<file path="src/rtl/pe_cluster_ctrl.sv">
// Run controller for a PE cluster: streams weights then activations into the cluster, fires
// start, waits for completion and unloads the X_dim result words over a valid/ready port.
module pe_cluster_ctrl #(
  parameter int unsigned DATA_WIDTH = 16,
  parameter int unsigned X_dim      = 5,
  parameter int unsigned W_WORDS    = 9,
  parameter int unsigned A_WORDS    = 35,
  parameter int unsigned TIMEOUT    = 1023
) (
  input  logic                  clk,
  input  logic                  reset,
  input  logic                  cmd_valid,
  output logic                  cmd_ready,
  input  logic [DATA_WIDTH-1:0] din,
  input  logic                  din_valid,
  output logic                  din_ready,
  output logic [DATA_WIDTH-1:0] filt_in,
  output logic [DATA_WIDTH-1:0] act_in,
  output logic                  load_en_wght,
  output logic                  load_en_act,
  output logic                  start,
  input  logic                  load_done,
  input  logic                  compute_done,
  input  logic [DATA_WIDTH-1:0] pe_out [X_dim],
  output logic [DATA_WIDTH-1:0] dout,
  output logic                  dout_valid,
  input  logic                  dout_ready,
  output logic                  busy,
  output logic                  timeout_err
);

  localparam int unsigned MaxWords = (A_WORDS > W_WORDS) ? A_WORDS : W_WORDS;
  localparam int unsigned CntW     = $clog2(MaxWords + 1);
  localparam int unsigned WdW      = $clog2(TIMEOUT + 1);
  localparam int unsigned IdxW     = (X_dim > 1) ? $clog2(X_dim) : 1;

  typedef enum logic [2:0] {
    StIdle,
    StLoadW,
    StLoadA,
    StWaitLoad,
    StStart,
    StCompute,
    StCapture,
    StUnload
  } state_e;

  state_e                state_q;
  logic [CntW-1:0]       cnt_q;
  logic [WdW-1:0]        wdog_q;
  logic [IdxW-1:0]       idx_q;
  logic [DATA_WIDTH-1:0] obuf_q [X_dim];
  logic                  accept;

  // Handshake-level outputs are pure decodes of the state register.
  always_comb begin
    cmd_ready  = (state_q == StIdle);
    din_ready  = (state_q == StLoadW) || (state_q == StLoadA);
    start      = (state_q == StStart);
    dout_valid = (state_q == StUnload);
    busy       = (state_q != StIdle);
    accept     = din_valid && din_ready;
    dout       = dout_valid ? obuf_q[idx_q] : '0;
  end

  always_ff @(posedge clk) begin
    if (reset) begin
      state_q      <= StIdle;
      cnt_q        <= '0;
      wdog_q       <= '0;
      idx_q        <= '0;
      filt_in      <= '0;
      act_in       <= '0;
      load_en_wght <= 1'b0;
      load_en_act  <= 1'b0;
      timeout_err  <= 1'b0;
      for (int i = 0; i < int'(X_dim); i++) obuf_q[i] <= '0;
    end else begin
      load_en_wght <= 1'b0;
      load_en_act  <= 1'b0;
      unique case (state_q)
        StIdle: begin
          if (cmd_valid) begin
            state_q     <= StLoadW;
            cnt_q       <= '0;
            timeout_err <= 1'b0;
          end
        end
        StLoadW: begin
          if (accept) begin
            filt_in      <= din;
            load_en_wght <= 1'b1;
            if (cnt_q == CntW'(W_WORDS - 1)) begin
              cnt_q   <= '0;
              state_q <= StLoadA;
            end else begin
              cnt_q <= cnt_q + CntW'(1);
            end
          end
        end
        StLoadA: begin
          if (accept) begin
            act_in      <= din;
            load_en_act <= 1'b1;
            if (cnt_q == CntW'(A_WORDS - 1)) begin
              cnt_q   <= '0;
              wdog_q  <= '0;
              state_q <= StWaitLoad;
            end else begin
              cnt_q <= cnt_q + CntW'(1);
            end
          end
        end
        StWaitLoad: begin
          // load_done only counts once the last activation pulse has left.
          if (load_done && !load_en_act) begin
            state_q <= StStart;
          end else if (wdog_q == WdW'(TIMEOUT - 1)) begin
            timeout_err <= 1'b1;
            state_q     <= StIdle;
          end else begin
            wdog_q <= wdog_q + WdW'(1);
          end
        end
        StStart: begin
          wdog_q  <= '0;
          state_q <= StCompute;
        end
        StCompute: begin
          if (compute_done) begin
            state_q <= StCapture;
          end else if (wdog_q == WdW'(TIMEOUT - 1)) begin
            timeout_err <= 1'b1;
            state_q     <= StIdle;
          end else begin
            wdog_q <= wdog_q + WdW'(1);
          end
        end
        StCapture: begin
          // One cycle of slack for the cluster's output register before latching.
          for (int i = 0; i < int'(X_dim); i++) obuf_q[i] <= pe_out[i];
          idx_q   <= '0;
          state_q <= StUnload;
        end
        StUnload: begin
          if (dout_ready) begin
            if (idx_q == IdxW'(X_dim - 1)) begin
              idx_q   <= '0;
              state_q <= StIdle;
            end else begin
              idx_q <= idx_q + IdxW'(1);
            end
          end
        end
        default: state_q <= StIdle;
      endcase
    end
  end

endmodule

</file>
<file path="config.mk">
export PLATFORM = sky130hd
export DESIGN_NAME = pe_cluster_ctrl
export DESIGN_NICKNAME = d
export VERILOG_FILES = /design/src/rtl/pe_cluster_ctrl.sv
export SDC_FILE = /design/constraint.sdc
export NUM_CORES = 1
export LEC_CHECK = 0
export BUFFER_PORTS_ARGS = -buffer_cell sky130_fd_sc_hd__buf_4
export CORE_UTILIZATION = 36
export DETAILED_ROUTE_END_ITERATION = 12
export GPL_TIMING_DRIVEN = 1
export SLEW_MARGIN = 20
export SYNTH_ARGS = -nofsm -noshare
export SYNTH_HDL_FRONTEND = slang
export SYNTH_SLANG_ARGS = --single-unit
</file>
<file path="constraint.sdc">
create_clock -name clk -period 6 [get_ports clk]
set_input_delay 1.2 -clock clk [delete_from_list [all_inputs] [get_ports clk]]
set_output_delay 1.2 -clock clk [all_outputs]
set_load 0.01 [all_outputs]
</file>
Word-level counts from Yosys, hierarchy flattened

Memories as Yosys holds them, arrays and structs flattened. A register that Yosys moved wholly into a read port is not among the register bits.
Index checks and enable logic that the tools add are counted.

Register bits: 57
RAM bits: 80
Input bits: 103
Output and inout bits: 56
Logic and storage cells: 104
Memories: 1

$add $sub $neg: 3
Equality and inequality tests: 20
Multiplexer cells: 45
Bitwise operators: 7
Reductions and logical operators: 19

Memories:

| memory | depth | width | rd ports | clocked after memory_dff | write ports | line | text |
|---|---|---|---|---|---|---|---|
| obuf_q | 5     | 16    | 1        | 1                        | 5           | 52   | `logic [DATA_WIDTH-1:0] obuf_q [X_dim];` |

Operators with widths:

| cell                  | number |
|---|---|
| $mux 16               | 6 |
| $mux 10               | 5 |
| $mux 3                | 14 |
| $pmux 10 s4           | 1 |
| $mux 6                | 5 |
| $pmux 3 s8            | 1 |
| $pmux 6 s3            | 1 |
| $eq 3x3->1 const B    | 5 |
| $add 10x1->10 const B | 1 |
| $eq 10x10->1 const B  | 1 |
| $mux 1                | 10 |
| $ne 2x2->1 const B    | 5 |
| $reduce_bool 3->1     | 3 |
| $ne 2x1->1 const B    | 4 |
| $reduce_and 4->1      | 2 |
| $reduce_and 7->1      | 1 |
| $add 6x1->6 const B   | 1 |
| $eq 3x2->1 const B    | 2 |
| $eq 6x4->1 const B    | 1 |
| $eq 6x6->1 const B    | 1 |
| $pmux 3 s2            | 1 |
| $reduce_and 2->1      | 3 |
| $or 1x1->1            | 5 |
| $reduce_and 5->1      | 1 |
| 11 further kinds      | 14 |

Depth between registers and ports, before layout

Word-level depth: 6
Depth in mapped cells: 8
Depth with buffers taken out: 7

Worst setup path after synthesis

OpenSTA, ideal clock, no wires.

Kind: flip-flop to flip-flop
Start point: reg state_q[1]
End point: mem obuf_q[0][0], enable pin
Library setup time: 537 ps
Data arrival time: 4506 ps
Required time: 5463 ps
Slack: 958 ps
Cell stages (with the launch flop): 5
Buffers on the path: 2
Clock period less this slack: 5042 ps
Path through: dfxtp_1 > buf_2 > buf_4 > nand2_1 > o21bai_1

RTL lines:

| item                   | line | text |
|---|---|---|
| start, declared        | 48   | `state_e state_q;` |
| start signal, assigned | 68   | `state_q <= StIdle;` |
| start signal, assigned | 84   | `state_q <= StLoadW;` |
| start signal, assigned | 95   | `state_q <= StLoadA;` |
| end, declared          | 52   |  |

Worst setup path in the final report

Start point: reg state_q[1]
End point: out dout[6]

Cells in the longest elaborated chain, start to end: 2

RTL lines:

| item          | line | text |
|---|---|---|
| $eq 3x3->1    | 60   | `dout_valid = (state_q == StUnload);` |
| $mux 16       | 63   | `dout = dout_valid ? obuf_q[idx_q] : '0;` |
| end, declared | 25   | `output logic [DATA_WIDTH-1:0] dout,` |

Every way passes these cells.

==> impl_metrics.env <==
export IMPL_nNetsFinal=816
export IMPL_drc_errors=0
export IMPL_highest_layer="met4"
export IMPL_clk_pin_slew_ns=0.06
export IMPL_worstPathRequired_ns=4.80
export IMPL_post_cts_resized=0
export IMPL_start_util_pct=36.8
export IMPL_post_route_min_period_ns=3.82
export IMPL_grt_pass1_vias=4565
export IMPL_dpl_instance_area_sq_mm=0.00768
export IMPL_hold_depth=2
export IMPL_status="complete, no violations"
export IMPL_max_freq_mhz=262
export IMPL_fin_ws_ns=2.18
export IMPL_io_buffers=158
export IMPL_r2r_slack_ns=3.07
export IMPL_diodes=0
export IMPL_hold_buffers=0
export IMPL_netlist_area_sq_mm=0.00634
export IMPL_post_cts_setup_buffers=0
export IMPL_drive_gt1_share_pct=30.6
export IMPL_critPathLaunchType="register"
export IMPL_worst_r2r_cell_count=5
export IMPL_final_cell_mix="162 x buf_4, 83 x nand2_1, 81 x and2_1, 80 x edfxtp_1, 59 x dfxtp_1"
export IMPL_io_pins=159
export IMPL_rsz0062_at_grt="false"
export IMPL_end_kind="primary output"
export IMPL_route_met2_wl_um=6430
export IMPL_synth_edf_count=80
export IMPL_rows=48
export IMPL_clock_root_buffer="clkbuf_16"
export IMPL_pre_cts_slack_ns=2.59
export IMPL_clock_sinks=140
export IMPL_met1_length_um=6570
export IMPL_dr_total_vias=4614
export IMPL_fin_area_sq_mm=0.00822
export IMPL_syn_inst=562
export IMPL_met3_length_um=831
export IMPL_antenna_found_initial=0
export IMPL_wl_um=14000
export IMPL_ant_nets=0
export IMPL_postSynthAreaPerCell_sq_um=11.3
export IMPL_slew_headroom_pct=31.8
export IMPL_clock_skew_ns=0.00670
export IMPL_setup_viol=0
export IMPL_max_cap_violations=0
export IMPL_grt_start_max_net_pins=82
export IMPL_gp_congestion=0.843
export IMPL_syn_to_final_growth_pct=29.8
export IMPL_drt_pass1_iterations=4
export IMPL_multi_input_area_sq_mm=0.00255
export IMPL_register_area_sq_mm=0.00360
export IMPL_crit_type="register to primary output"
export IMPL_grt_pass1_wl_um=22600
export IMPL_synth_nets=672
export IMPL_min_path_type="register to register"
export IMPL_numCtsBuffers=17
export IMPL_setup_tns_ns=0
export IMPL_yosysUniqueCellTypes=59
export IMPL_synth_seq_cells=140
export IMPL_hpwl_um=9500
export IMPL_holdPathEnd="act_in[10]$_SDFFE_PP0P_"
export IMPL_whs_ns=0.456
export IMPL_final_common_cell="buf_4"
export IMPL_powerDensity_mw_per_mm2=268
export IMPL_hold_start="act_in[10]$_SDFFE_PP0P_"
export IMPL_die_w_um=135
export IMPL_ir_worst_vdd_v=0.000200
export IMPL_yosysSeqAreaShare_pct=56.9
export IMPL_crit_fanout=26
export IMPL_clock_path_buffers=2
export IMPL_cts_htree_levels=4
export IMPL_drt_iter0_drc=231
export IMPL_die_y_um=135
export IMPL_r2r_end="wdog_q[3]$_SDFFE_PP0P_"
export IMPL_clkLatencyLatePin_ns=0.41
export IMPL_power_mw=2.20
export IMPL_async_flop_share_pct=0
export IMPL_fill_cells=1590
export IMPL_p_leak_nw=3.25
export IMPL_arrival_ns=2.62
export IMPL_worstMarginPinSlew_ns=1.02
export IMPL_finalHoldViolations=0
export IMPL_r2r_start="state_q[1]$_SDFFE_PP0P_"
export IMPL_grt_overflow=0
export IMPL_synth_flop_cell="edfxtp_1"
export IMPL_dieArea_sq_mm=0.0181
export IMPL_grt_usage_pct=16.2
export IMPL_vias_per_cell=4.89
export IMPL_cts_tree="done"
export IMPL_wl_per_cell_um=14.9
export IMPL_drv_slew=0
export IMPL_yosys_warnings=0
export IMPL_core_area_sq_mm=0.0172
export IMPL_min_period_over_period_pct=63.6
worst max path at each step:
stage,from,end,slack [ns],depth (start not counted)
3_3_place_gp,state_q[1]$_SDFFE_PP0P_,dout[15],2.74,3
3_5_place_dp,state_q[1]$_SDFFE_PP0P_,dout[6],2.59,3
5_1_grt,state_q[1]$_SDFFE_PP0P_,dout[6],1.96,3
4_1_cts,state_q[1]$_SDFFE_PP0P_,dout[6],2.14,3
6_report,state_q[1]$_SDFFE_PP0P_,dout[6],2.18,3
2_1_floorplan,state_q[1]$_SDFFE_PP0P_,obuf_q[0][0]$_SDFFCE_PN0P_,0.96,4
worst max-delay path, stage by stage, from the launching register on:
cell and delay, ns:
dfxtp_1 0.86, nand3_1 0.81, nor2_1 0.37, buf_4 0.16
stage by stage:
stage | cells | utilization [%]
after floorplan | 562 | -
after CTS | 944 | 47.7
after detailed placement | 912 | 44.6
after global placement | 912 | 44.6
final | 944 | 47.7
after global routing | 944 | 47.7
synth_stat cells (2+ instances only):
cell type,n,area share [%]
o31a_1,2,0.28
edfxtp_1,80,38
nand2b_1,9,0.89
and3b_1,2,0.28
clkbuf_1,21,1.2
a31oi_1,3,0.30
o21ai_1,3,0.24
mux4_2,16,5.7
a21oi_1,43,3.4
nor3_1,3,0.24
mux2i_1,19,3.0
nand4_1,2,0.20
nor4b_1,2,0.28
buf_1,5,0.30
a311oi_1,2,0.28
buf_6,4,0.71
nand3b_1,2,0.24
nor3b_1,4,0.47
nor2_1,33,2.0
xnor2_1,5,0.69
dfxtp_1,60,19
nand4b_1,4,0.55
and3_1,3,0.30
a211oi_1,2,0.24
o21ai_0,4,0.32
a21o_1,3,0.36
and2_1,81,8.0
buf_2,6,0.47
ha_1,7,1.4
o31ai_1,3,0.36
or3_1,2,0.20
inv_1,10,0.59
nand3_1,8,0.63
o211ai_1,2,0.24
nand2_1,83,4.9
per-layer routing:
layer,vias to the layer above,GRT usage [%]
li1,2261,-
met1,2177,21.1
met2,161,25.9
met3,15,4.17
met4,0,5.81
met5,-,0
layout make-up:
cell class / count / area share, %
flip-flops and latches: 140 / 43.8
clock buffers: 20 / 5.31
clock inverters: 12 / 1.22
inverters: 10 / 0.456
multi-input cells: 375 / 31.0
repair buffers: 162 / 14.8
well taps: 225 / 3.42
registers in the layout, indices dropped and copies added (netlist names), named ones only:
signal and flops:
obuf_q 80, load_en_act 1, act_in 16, wdog_q 10, cnt_q 6, filt_in 16, idx_q 3, load_en_wght 1
state_q 3, timeout_err 1
power breakdown:
part	internal (mW)	switching [mW]	total [mW]
registers	1.05	0.0191	1.06
clock network	0.565	0.387	0.953
logic	0.0921	0.0911	0.183
logic make-up (layout without fill, tap and decap cells):
group | count (synthesis) | after routing | synth area share [%]
adders and majority gates | 7 | 7 | 1.38
muxes | 36 | 36 | 8.87
buffers and inverters | 47 | 204 | 3.44
xor gates and xnor gates | 6 | 6 | 0.829
DFF | 140 | 140 | 56.9
AOI/OAI and AO/OA | 77 | 77 | 7.48
and+or+nand+nor | 249 | 249 | 21.1
Note: power is estimated with default switching activity, not from simulation.
